`src/rtl/counter_pkg.sv`:
```
// Shared constants for the parametrised up/down counter.
//   MODE_*  : encodings of the 2-bit mode input
//   DIR_*   : encodings of the step direction (dir_out and internal ping-pong dir)
package counter_pkg;
    localparam logic [1:0] MODE_UP       = 2'b00;
    localparam logic [1:0] MODE_DOWN     = 2'b01;
    localparam logic [1:0] MODE_PINGPONG = 2'b10;
    localparam logic [1:0] MODE_HOLD     = 2'b11;

    localparam logic DIR_UP   = 1'b0;
    localparam logic DIR_DOWN = 1'b1;
endpackage

```
`src/rtl/clk_en_prescaler.sv`:
```
// Enable-gated prescaler: produces one tick per PRESCALE enabled cycles.
//   clk     : rising-edge clock
//   rst     : asynchronous active-low reset (prescaler phase -> 0)
//   en      : count enable; the phase freezes while low
//   restart : synchronous return of the phase to 0 (suppresses tick)
//   tick    : combinational, high on the enabled cycle that completes a period
module clk_en_prescaler #(
    parameter int PRESCALE = 1
) (
    input  logic clk,
    input  logic rst,
    input  logic en,
    input  logic restart,
    output logic tick
);
    localparam logic [15:0] LAST = 16'(PRESCALE - 1);

    logic [15:0] phase_q;
    logic [15:0] phase_d;

    // With PRESCALE=1 LAST is 0, the phase never leaves 0 and tick follows en.
    assign tick = en && !restart && (phase_q == LAST);

    always_comb begin
        phase_d = phase_q;
        if (restart) begin
            phase_d = '0;
        end else if (en) begin
            phase_d = tick ? 16'd0 : phase_q + 16'd1;
        end
    end

    always_ff @(posedge clk or negedge rst) begin
        if (!rst) begin
            phase_q <= '0;
        end else begin
            phase_q <= phase_d;
        end
    end
endmodule

```
`src/rtl/updown_counter_param.sv`:
```
// Parametrised up/down/ping-pong counter with wrap or saturate, synchronous
// clear/load, enable-gated prescaler and a registered terminal-count pulse.
//   clk      : rising-edge clock
//   rst      : asynchronous active-low reset
//   en       : count enable (gates prescaler and stepping)
//   mode     : 00 up, 01 down, 10 ping-pong, 11 hold
//   clear    : sync, count <= RESET_VAL (wins over load)
//   load     : sync, count <= load_val clamped to MAX_VAL
//   load_val : value used by load
//   count    : registered count
//   tc       : registered one-cycle pulse when a step lands on a bound
//   dir_out  : current step direction, 0 up / 1 down
module updown_counter_param
    import counter_pkg::*;
#(
    parameter int               WIDTH     = 8,
    parameter logic [WIDTH-1:0] MAX_VAL   = {WIDTH{1'b1}},
    parameter logic [WIDTH-1:0] RESET_VAL = '0,
    parameter bit               SATURATE  = 1'b0,
    parameter int               PRESCALE  = 1
) (
    input  logic             clk,
    input  logic             rst,
    input  logic             en,
    input  logic [1:0]       mode,
    input  logic             clear,
    input  logic             load,
    input  logic [WIDTH-1:0] load_val,
    output logic [WIDTH-1:0] count,
    output logic             tc,
    output logic             dir_out
);
    logic [WIDTH-1:0] count_q, count_d;
    logic             tc_q, tc_d;
    logic             dir_q, dir_d;          // internal ping-pong direction
    logic             dir_out_q, dir_out_d;
    logic             tick;
    logic [WIDTH-1:0] inc, dec;
    logic             eff_dir;
    logic             count_oor;             // count above MAX_VAL
    logic             load_oor;              // load_val above MAX_VAL

    clk_en_prescaler #(.PRESCALE(PRESCALE)) u_prescaler (
        .clk     (clk),
        .rst     (rst),
        .en      (en),
        .restart (clear | load),
        .tick    (tick)
    );

    // When MAX_VAL is the full range nothing can exceed it; splitting the
    // case avoids a comparison that is constant by construction.
    generate
        if (MAX_VAL == {WIDTH{1'b1}}) begin : g_full_range
            assign count_oor = 1'b0;
            assign load_oor  = 1'b0;
        end else begin : g_sub_range
            assign count_oor = (count_q > MAX_VAL);
            assign load_oor  = (load_val > MAX_VAL);
        end
    endgenerate

    // Modulo-2**WIDTH neighbours of the current count.
    assign inc = count_q + 1'b1;
    assign dec = count_q - 1'b1;

    // At a bound the ping-pong direction is forced to move away from it; this
    // also covers entering ping-pong with a stale stored direction.
    always_comb begin
        eff_dir = dir_q;
        if (count_oor || (count_q == MAX_VAL)) begin
            eff_dir = DIR_DOWN;
        end else if (count_q == '0) begin
            eff_dir = DIR_UP;
        end
    end

    always_comb begin
        count_d   = count_q;
        tc_d      = 1'b0;
        dir_d     = dir_q;
        dir_out_d = dir_out_q;

        if (clear) begin
            count_d = RESET_VAL;
        end else if (load) begin
            count_d = load_oor ? MAX_VAL : load_val;
        end else begin
            if (mode == MODE_PINGPONG) begin
                dir_d = eff_dir;
            end
            if (tick && (mode != MODE_HOLD)) begin
                if (count_oor) begin
                    count_d = '0;
                    dir_d   = (mode == MODE_PINGPONG) ? DIR_UP : dir_q;
                end else begin
                    case (mode)
                        MODE_UP: begin
                            if (count_q == MAX_VAL) begin
                                if (!SATURATE) count_d = '0;   // wrap is not an arrival
                            end else begin
                                count_d = inc;
                                tc_d    = (inc == MAX_VAL);
                            end
                        end
                        MODE_DOWN: begin
                            if (count_q == '0) begin
                                if (!SATURATE) count_d = MAX_VAL;
                            end else begin
                                count_d = dec;
                                tc_d    = (dec == '0);
                            end
                        end
                        MODE_PINGPONG: begin
                            // A single-value range has nowhere to move.
                            if (MAX_VAL != '0) begin
                                if (eff_dir == DIR_UP) begin
                                    count_d = inc;
                                    tc_d    = (inc == MAX_VAL);
                                    dir_d   = (inc == MAX_VAL) ? DIR_DOWN : DIR_UP;
                                end else begin
                                    count_d = dec;
                                    tc_d    = (dec == '0);
                                    dir_d   = (dec == '0) ? DIR_UP : DIR_DOWN;
                                end
                            end
                        end
                        default: ;
                    endcase
                end
            end
        end

        case (mode)
            MODE_UP:       dir_out_d = DIR_UP;
            MODE_DOWN:     dir_out_d = DIR_DOWN;
            MODE_PINGPONG: dir_out_d = dir_d;
            default:       dir_out_d = dir_out_q;
        endcase
    end

    always_ff @(posedge clk or negedge rst) begin
        if (!rst) begin
            count_q   <= RESET_VAL;
            tc_q      <= 1'b0;
            dir_q     <= DIR_UP;
            dir_out_q <= DIR_UP;
        end else begin
            count_q   <= count_d;
            tc_q      <= tc_d;
            dir_q     <= dir_d;
            dir_out_q <= dir_out_d;
        end
    end

    assign count   = count_q;
    assign tc      = tc_q;
    assign dir_out = dir_out_q;
endmodule

```
`config.mk`:
```
export PLATFORM = sky130hd
export DESIGN_NAME = updown_counter_param
export DESIGN_NICKNAME = d
export VERILOG_FILES = /design/src/rtl/counter_pkg.sv /design/src/rtl/clk_en_prescaler.sv /design/src/rtl/updown_counter_param.sv
export SDC_FILE = /design/constraint.sdc
export NUM_CORES = 1
export LEC_CHECK = 0
export BUFFER_PORTS_ARGS = -buffer_cell sky130_fd_sc_hd__buf_2
export CAP_MARGIN = 10
export CORE_AREA = 2 2 77 79
export CTS_BUF_LIST = sky130_fd_sc_hd__clkbuf_2 sky130_fd_sc_hd__clkbuf_4 sky130_fd_sc_hd__clkbuf_8
export DETAILED_ROUTE_END_ITERATION = 7
export DIE_AREA = 0 0 79 81
export PLACE_DENSITY_LB_ADDON = 0.2
export SYNTH_ARGS = -nofsm -noshare
export SYNTH_HDL_FRONTEND = slang
export SYNTH_SLANG_ARGS = --single-unit
```
`constraint.sdc`:
```
create_clock -name clk -period 5.9 [get_ports clk]
set_clock_uncertainty 0.15 [all_clocks]
set_input_delay 1.18 -clock clk [delete_from_list [all_inputs] [get_ports clk]]
set_output_delay 1.18 -clock clk [all_outputs]
set_load 0.02 [all_outputs]
```
==> metrics.yaml, run 1 <==
status: "finished clean"
synth_ff_type: "dfrtp_1"
muxShareOfSynthArea_pct: 0.5017
final_cells: 358
htreeDepth: 1
place_congestion: 0.8348
slew_viol_final: 0
fp.dieW_um: 79
syn_nets: 296
post-route-min-period_ns: 2.843
synth_top_family_by_area: "simple AND/OR/NAND/NOR gates"
synth_top_area_share_pct: 30.10
leakagePower_nw: 1.005
drt_first_pass_iters: 4
drc: 0
io_pins: 25
synth_cells: 270
clock_latency_ns: 0.28
maxCapViolCount: 0
grt_pass1_vias: 1835
synth-compound-area-share_pct: 21.85
finalSetupViolations: 0
grt_max_degree: 28
wl_um: 5241
ys_top_cells_by_area: "dfrtp_1 30%, o21ai_0 6.9%, ha_1 6.1%"
multi_input_comb_area_um2: 1436
synth-adder-area-share_pct: 6.132
area_growth_pct: 7.692
dieArea_um2: 6399
crit_fanout: 23
numCtsBuffers: 3
yosys.area_share.simple_pct: 29.65
synth-edff-count: 0
min_from: "u_prescaler.phase_q[1]"
cts-root-buf: "clkbuf_8"
synthArstFlopShare_pct: 100.0
fillerInstances: 610
vias: 1964
final_nets: 310
post_cts_buffers: 0
synth-seq-cells: 27
postCtsHoldBufs: 0
p_per_area_nw_per_um2: 171.8
rr_startpoint: "count[0]"
yosysUniqueCellTypes: 55
relSlewSlack_pct: 31.84
cts_resized: 0
final_layout_size_suffix_gt1_share_pct: 17.31
peakVddDrop_uv: 100.8
final_hold_viol_count: 0
clock-sinks: 27
final_area_um2: 2417
end_kind: "flop"
final_common_cell: "o21ai_0"
coreArea_um2: 5675
synth_xor_area_share_pct: 5.853
ant_nets: 0
fin_setup_tns_ns: 0
antenna_cells: 0
clockBufferDepth: 2
die-height_um: 81
dpl.cell_count: 354
yosysSeqAreaShare_pct: 30.10
worst_slew_pin_slew_ns: 1.019
netlist_area_um2: 2245
cts.clk_slew.worst_paths_ns: 0.10
crit_path_start: "load"
synth_area_leader_cell: "dfrtp_1"
holdCritPathClass: "flop to flop"
wl_per_cell_um: 14.64
dp_hpwl_um: 3900
drt_iter0_markers: 119
register_area_um2: 675.6
rows: 28
rsz0062_at_grt: "false"
yosys_warnings: 0
io_buffers: 24
track_usage_pct: 16.89
grt.overflow.total: 0
synth_area_per_cell_um2: 8.314
max_freq_mhz: 351.8
path_class: "input port to flop"
start_kind: "input port"
placed_cell_area_um2: 2367
antenna_found_initial: 0
vias_per_cell: 5.486
grt_pass1_wl_um: 8852
final_cell_mix: "31 x o21ai_0, 30 x nand2_1, 27 x dfrtp_1, 26 x nor2_1, 24 x buf_2"
cts_tree: "done"
cp_data_required_time_ns: 5.91
start_util_pct: 39.55
crit_arrival_ns: 2.85
fin_crit_sh_pct: 48.18
cell families (layout without fill, tap and decap cells):
| group | Yosys count | count (layout) |
|---|---|---|
| AND/OR/NAND/NOR | 115 | 115 |
| AO/OA/AOI/OAI | 75 | 75 |
| flip-flops | 27 | 27 |
| buffers and inverters | 26 | 39 |
| XOR/XNOR | 15 | 15 |
| adder cells (fa/ha/maj) | 11 | 11 |
| multiplexers | 1 | 1 |
critical path: stages:
cell	delay, ns
buf_2	0.18
nor2_2	0.27
nand3_1	0.63
o41ai_1	0.58
where the power goes:
part	switching (mW)	internal [mW]	leakage (nW)
Clock	0.0624	0.0496	0.0261
Sequential	0.0136	0.190	0.367
Combinational	0.0594	0.0405	0.612
synth_stat cells (2+ instances only):
cell / number
a31oi_1: 2
xor2_1: 7
o221ai_1: 4
or2_2: 2
nor3_1: 8
and3_1: 3
a22o_1: 5
nor2b_1: 2
ha_1: 11
or3b_1: 2
inv_1: 11
o21ai_0: 31
o41ai_1: 2
nand3b_1: 3
a21oi_1: 12
dfrtp_1: 27
buf_2: 4
nor4_4: 2
nor2_1: 26
a221oi_2: 2
nand3_1: 9
o31ai_1: 4
buf_6: 4
nand2_1: 30
nand4_1: 6
nand4b_1: 2
and3_2: 2
o21ai_1: 2
xnor2_1: 8
and2_1: 4
nand2b_1: 3
clkbuf_1: 7
state kept, by name, indices dropped and copies added (netlist names):
signal	flops
dir_out	1
tc	1
count	8
dir_q	1
u_prescaler.phase_q	16
path summary, 6_finish.rpt:
path,to,cells after the start,slack (ns)
worst min-delay path,u_prescaler.phase_q[1],2,0.40
worst max-delay path,u_prescaler.phase_q[6],4,3.06
min in group asynchronous,u_prescaler.phase_q[1],1,0.75
worst max register to register,count[3],7,3.17
max in group asynchronous,u_prescaler.phase_q[13],1,4.43
worst min register to register,u_prescaler.phase_q[1],2,0.40
cell type report:
class / instances / area share, %
clock buffers: 3 / 1.708
clock inverters: 1 / 0.3623
inverters: 11 / 1.708
multi-input cells: 217 / 59.42
flip-flops and latches: 27 / 27.95
well taps: 75 / 3.882
repair buffers: 24 / 4.969
per-layer routing:
| metal | track usage [%] | routed length [um] | vias to the layer above |
|---|---|---|---|
| met4 | 3.103 | 31 | 0 |
| met2 | 28.98 | 2520 | 32 |
| met5 | 0 | 0 | - |
| li1 | - | - | 998 |
| met3 | 1.222 | 132 | 2 |
| met1 | 23.65 | 2557 | 932 |
metrics by stage:
stage	setup WS [ns]	hold WS (ns)	power [mW]	utilization (%)
6_report	3.057	0.3959	0.4152	42.59
5_1_grt	2.820	0.4564	0.4412	42.59
4_1_cts	3.055	0.4073	0.4206	42.59
3_5_place_dp	2.755	0.3807	0.3067	41.71
3_3_place_gp	2.829	0.3814	0.3074	41.71
2_1_floorplan	3.078	0.3388	0.2800	-
Power figures use the tool's default switching activity.
==> inputs of run 2 (changes only) <==
==> constraint.sdc (replaced) <==
create_clock -name clk -period 2.9 [get_ports clk]
set_clock_uncertainty 0.15 [all_clocks]
set_input_delay 0.58 -clock clk [delete_from_list [all_inputs] [get_ports clk]]
set_output_delay 0.58 -clock clk [all_outputs]
set_load 0.02 [all_outputs]
==> metrics.yaml, run 2 (synthesis gave the netlist of run 1 again) <==
status: "finished clean"  # unchanged
dp_hpwl_um: 4038  # was 3900 um
worst_slew_pin_slew_ns: 0.6266  # was 1.019 ns
cp_slowest_cell: "o31ai_2"  # was nand3_1
place_congestion: 0.8534  # was 0.8348
power_frac_seq_pct: 45.8  # was 49.0%
regMostFlops: "u_prescaler.phase_q"  # unchanged
clockBufferDepth: 2  # unchanged
cts-root-buf: "clkbuf_8"  # unchanged
crit_fanout: 8  # was 23
final_hold_viol_count: 0  # unchanged
ant_nets: 0  # unchanged
fin_util_pct: 44.05  # was 42.59%
p_per_area_nw_per_um2: 349.4  # was 171.8 nW/um2
numCtsBuffers: 3  # unchanged
maxCapViolCount: 0  # unchanged
slew_viol_final: 0  # unchanged
crit_arrival_ns: 2.53  # was 2.85 ns
cts.clk_slew.worst_paths_ns: 0.11  # was 0.10 ns
reg2reg_slack_ns: 0.39  # was 3.17 ns
finalSetupViolations: 0  # unchanged
path_class: "flop to flop"  # was input port to flop
fin_hold_ws_ns: 0.1513  # was 0.3959 ns
drt_iter0_markers: 123  # was 119
area_growth_pct: 11.37  # was 7.692%
largest_registers: "u_prescaler.phase_q (16), count (8)"  # unchanged
coreArea_um2: 5675  # unchanged
largest_reg_flops: 16  # unchanged
drc: 0  # unchanged
antenna_found_initial: 0  # unchanged
wl_met1_um: 2591  # was 2557 um
fp.dieW_um: 79  # unchanged
fin_crit_sh_pct: 86.42
netSwitchingFraction_pct: 33.43  # was 32.59%
max_freq_mhz: 399.0
grt_max_degree: 28  # unchanged
start_util_pct: 39.55  # unchanged
io_pins: 25  # unchanged
grt_pass1_vias: 1904  # was 1835
power_frac_comb_pct: 27.0  # was 24.1%
slowest_delay_ns: 0.51  # was 0.63 ns
vias_per_cell: 5.488  # was 5.486
cts_tree: "done"  # unchanged
grt_pass1_wl_um: 9197  # was 8852 um
postCtsHoldBufs: 0  # unchanged
fin_setup_tns_ns: 0  # unchanged
htreeDepth: 1  # unchanged
rows: 28  # unchanged
leakagePower_nw: 1.061  # was 1.005 nW
final_layout_size_suffix_gt1_share_pct: 20.41  # was 17.31%
wl_um: 5434  # was 5241 um
io_buffers: 24  # unchanged
end_kind: "flop"  # unchanged
post-route-min-period_ns: 2.506
dieArea_um2: 6399  # unchanged
wl_per_cell_um: 14.73  # was 14.64 um
start_kind: "flop"  # was input port
wl_met3_um: 199  # was 132 um
track_usage_pct: 17.89  # was 16.89%
clkPwrFrac_pct: 27.3  # was 27.0%
critPathBufInv: 1  # unchanged
peakVddDrop_uv: 218.1  # was 100.8 uV
crit_chain: "inv_1 -> ha_1 -> nor3b_1 -> a21oi_1 -> o31ai_2 -> o21ai_0 -> a22o_1"  # was buf_2 -> nor2_2 -> nand3_1 -> o41ai_1
vias: 2025  # was 1964
holdCritPathClass: "input port to asynchronous set/reset pin"  # was flop to flop
final_nets: 321  # was 310
clock_latency_ns: 0.28  # about the same
crit_family: "compound AO/OA/AOI/OAI gates"  # was simple AND/OR/NAND/NOR gates
cts_resized: 0  # unchanged
clock-sinks: 27  # unchanged
die-height_um: 81  # unchanged
cp_data_required_time_ns: 2.93  # was 5.91 ns
relSlewSlack_pct: 58.23  # was 31.84%
p_sw_uw: 292.0  # was 135.3 uW
final_common_cell: "o21ai_0"  # unchanged
post_cts_buffers: 0  # unchanged
drt_first_pass_iters: 4  # unchanged
grt.overflow.total: 0  # unchanged
rsz0062_at_grt: "false"  # unchanged
internal_power_uw: 581.5  # was 279.9 uW
antenna_cells: 0  # unchanged
maxUsedRoutingLayer: "met4"  # unchanged
dr_wl_met2_um: 2577  # was 2520 um
final_cell_mix: "31 x o21ai_0, 30 x nand2_1, 27 x dfrtp_1, 26 x nor2_1, 24 x buf_2"  # unchanged
[run 2: cell types whose count changed in the layout (fill, tap and decap cells not counted)]
cell	before	now
buf_4	0	11
[run 2: layer usage]
metal / global-route usage [%] / up-vias
met3: 1.333 / 4
li1: - / 1017
met4: 5.345 / 0
met5: 0 / -
met2: 30.59 / 41
met1: 24.31 / 963
[run 2: cell type report]
cell class	instances	area, um2
sequential	27	675.6
inverter	11	41.29
clock buffer	3	41.29
timing repair buffer	35	202.7
clock inverter	1	8.758
multi-input combinational	217	1436
fill	600	3176
tap	75	93.84
[run 2: path summary, 6_finish.rpt]
kind	to	startpoint	cells past startpoint
max	count[7]	count[0]	7
min	u_prescaler.phase_q[1]	rst	1
max reg2reg	count[7]	count[0]	7
min reg2reg	u_prescaler.phase_q[1]	u_prescaler.phase_q[1]	2
max in group asynchronous	u_prescaler.phase_q[13]	rst	1
min in group clk	u_prescaler.phase_q[1]	u_prescaler.phase_q[1]	2
[run 2: through the flow]
step	power, mW	cells	area [um2]	worst slack [ns]
CTS	0.8801	369	2500	0.3985
detailed placement	0.6388	365	2450	0.4158
global route	0.9226	369	2500	0.1748
global placement	0.6416	365	2450	0.3955
finish	0.8735	369	2500	0.3938
floorplan	0.5696	270	2245	0.4807
[run 2: power by group through the flow]
stage / clock network, mW / logic (mW) / registers (mW)
final: 0.238 / 0.236 / 0.400
after global routing: 0.261 / 0.259 / 0.402
after CTS: 0.247 / 0.233 / 0.400
after detailed placement: 0 / 0.232 / 0.407
after global placement: 0 / 0.234 / 0.408
after floorplan: 0 / 0.155 / 0.414
==> inputs of run 3 (changes only) <==
--- a/config.mk
+++ b/config.mk
@@ -7,10 +7,10 @@
 export LEC_CHECK = 0
 export BUFFER_PORTS_ARGS = -buffer_cell sky130_fd_sc_hd__buf_2
 export CAP_MARGIN = 10
-export CORE_AREA = 2 2 77 79
+export CORE_AREA = 2 2 84 86
 export CTS_BUF_LIST = sky130_fd_sc_hd__clkbuf_2 sky130_fd_sc_hd__clkbuf_4 sky130_fd_sc_hd__clkbuf_8
 export DETAILED_ROUTE_END_ITERATION = 7
-export DIE_AREA = 0 0 79 81
+export DIE_AREA = 0 0 86 88
 export PLACE_DENSITY_LB_ADDON = 0.2
 export SYNTH_ARGS = -nofsm -noshare
 export SYNTH_HDL_FRONTEND = slang
==> metrics.yaml, run 3 (synthesis gave the netlist of run 1 again) <==
r2r_end: "count[7]"  # unchanged
cts_resized: 0  # unchanged
drc: 0  # unchanged
end_kind: "flop"  # unchanged
regMostFlops: "u_prescaler.phase_q"  # unchanged
wl_per_cell_um: 15.52  # was 14.73 um
cp_slowest_cell: "o31ai_2"  # unchanged
grt_max_degree: 28  # unchanged
crit_arrival_ns: 2.63  # was 2.53 ns
rsz0062_at_grt: "false"  # unchanged
rr_startpoint: "count[0]"  # unchanged
rows: 30  # was 28
grt_pass1_wl_um: 9867  # was 9197 um
max_freq_mhz: 382.5  # was 399.0 MHz
die-height_um: 88  # was 81 um
numCtsBuffers: 3  # unchanged
slowest_delay_ns: 0.55  # was 0.51 ns
start_kind: "flop"  # unchanged
worst_slew_pin_slew_ns: 0.6435  # was 0.6266 ns
holdCritPathClass: "input port to asynchronous set/reset pin"  # unchanged
peakVddDrop_uv: 171.1  # was 218.1 uV
path_class: "flop to flop"  # unchanged
maxCapViolCount: 0  # unchanged
drt_first_pass_iters: 4  # unchanged
dieArea_um2: 7568  # was 6399 um2
final_cells: 372  # was 369
largest_reg_flops: 16  # unchanged
cp_data_required_time_ns: 2.92  # was 2.93 ns
largest_registers: "u_prescaler.phase_q (16), count (8)"  # unchanged
grt_pass1_vias: 1955  # was 1904
p_per_area_nw_per_um2: 342.7  # was 349.4 nW/um2
io_buffers: 24  # unchanged
final_layout_size_suffix_gt1_share_pct: 19.86  # was 20.41%
clock-sinks: 27  # unchanged
leakagePower_nw: 1.049  # was 1.061 nW
final_nets: 319  # was 321
status: "finished clean"  # unchanged
finalSetupViolations: 0  # unchanged
coreArea_um2: 6644  # was 5675 um2
postCtsHoldBufs: 0  # unchanged
final_hold_viol_count: 0  # unchanged
track_usage_pct: 16.46  # was 17.89%
fp.dieW_um: 86  # was 79 um
fin_setup_tns_ns: 0  # unchanged
vias_per_cell: 5.454  # was 5.488
final_cell_mix: "31 x o21ai_0, 30 x nand2_1, 27 x dfrtp_1, 26 x nor2_1, 24 x buf_2"  # unchanged
htreeDepth: 1  # unchanged
reg2reg_slack_ns: 0.29  # was 0.39 ns
vias: 2029  # was 2025
post-route-min-period_ns: 2.614  # was 2.506 ns
clockBufferDepth: 2  # unchanged
slew_viol_final: 0  # unchanged
start_util_pct: 33.79  # was 39.55%
cts_tree: "done"  # unchanged
area_growth_pct: 10.81  # was 11.37%
ant_nets: 0  # unchanged
antenna_found_initial: 0  # unchanged
grt.overflow.total: 0  # unchanged
final_common_cell: "o21ai_0"  # unchanged
dpl.cell_count: 368  # was 365
relSlewSlack_pct: 57.10  # was 58.23%
ff2ff_path_depth: 7  # unchanged
fin_crit_sh_pct: 90.15  # was 86.42%
crit_chain: "inv_1 -> ha_1 -> nor3b_1 -> a21oi_1 -> o31ai_2 -> o21ai_0 -> a22o_1"  # unchanged
post_cts_buffers: 0  # unchanged
cts.clk_slew.worst_paths_ns: 0.10  # was 0.11 ns
drt_iter0_markers: 131  # was 123
io_pins: 25  # unchanged
clock_latency_ns: 0.28  # about the same
wl_um: 5772  # was 5434 um
crit_fanout: 11  # was 8
place_congestion: 0.8380  # was 0.8534
cts-root-buf: "clkbuf_8"  # unchanged
dp_hpwl_um: 4327  # was 4038 um
antenna_cells: 0  # unchanged
run 3: cell types whose count changed in the layout (fill, tap and decap cells not counted):
| cell | before | now |
|---|---|---|
| buf_4 | 11 | 9 |
| inv_6 | 1 | 0 |
| clkinv_2 | 0 | 1 |
run 3: critical path, delay by kind of cell, from the launching register on:
kind	cells	cell delay, ns
AOI/OAI and AO/OA	4	1.18
DFF	1	0.49
and+or+nand+nor	1	0.32
adders and majority gates	1	0.20
buffers and inverters	1	0.17
run 3: stage by stage:
stage	hold slack (ns)	utilization, %	setup WS, ns	total power, mW	cell area, um2
after floorplan	0.1344	-	0.4807	0.5696	2245
after global placement	0.3636	36.74	0.3967	0.6410	2441
after CTS	0.1872	37.44	0.3187	0.8677	2487
after detailed placement	0.3734	36.74	0.3522	0.6407	2441
after global routing	0.2093	37.44	0.005812	0.9078	2487
final	0.1639	37.44	0.2858	0.8524	2487
run 3: cell type report:
| class | instances | area, um2 |
|---|---|---|
| clock buffers | 3 | 41.29 |
| fillers | 689 | 4156 |
| multi-input cells | 217 | 1436 |
| flip-flops and latches | 27 | 675.6 |
| inverters | 11 | 41.29 |
| clock inverters | 1 | 5.005 |
| repair buffers | 33 | 187.7 |
| well taps | 80 | 100.1 |
run 3: metal layers:
layer	wire length [um]	global-route usage (%)	vias to the layer above
li1	-	-	1018
met3	233	2.733	11
met2	2592	26.07	48
met4	108	4.618	0
met1	2837	23.18	952
met5	0	0	-
run 3: where the power goes:
part | total (mW) | internal, mW | switching (mW)
Sequential | 0.405 | 0.386 | 0.0184
Combinational | 0.230 | 0.0905 | 0.139
Clock | 0.218 | 0.0964 | 0.121
run 3: how the worst max path moves through the flow:
stage,start,to,cells after the start
after floorplan,count[0],count[2],8
after global placement,mode[0],count[7],9
after detailed placement,count[0],count[7],7
after CTS,count[0],count[7],7
after global routing,count[0],count[7],7
final,count[0],count[7],7
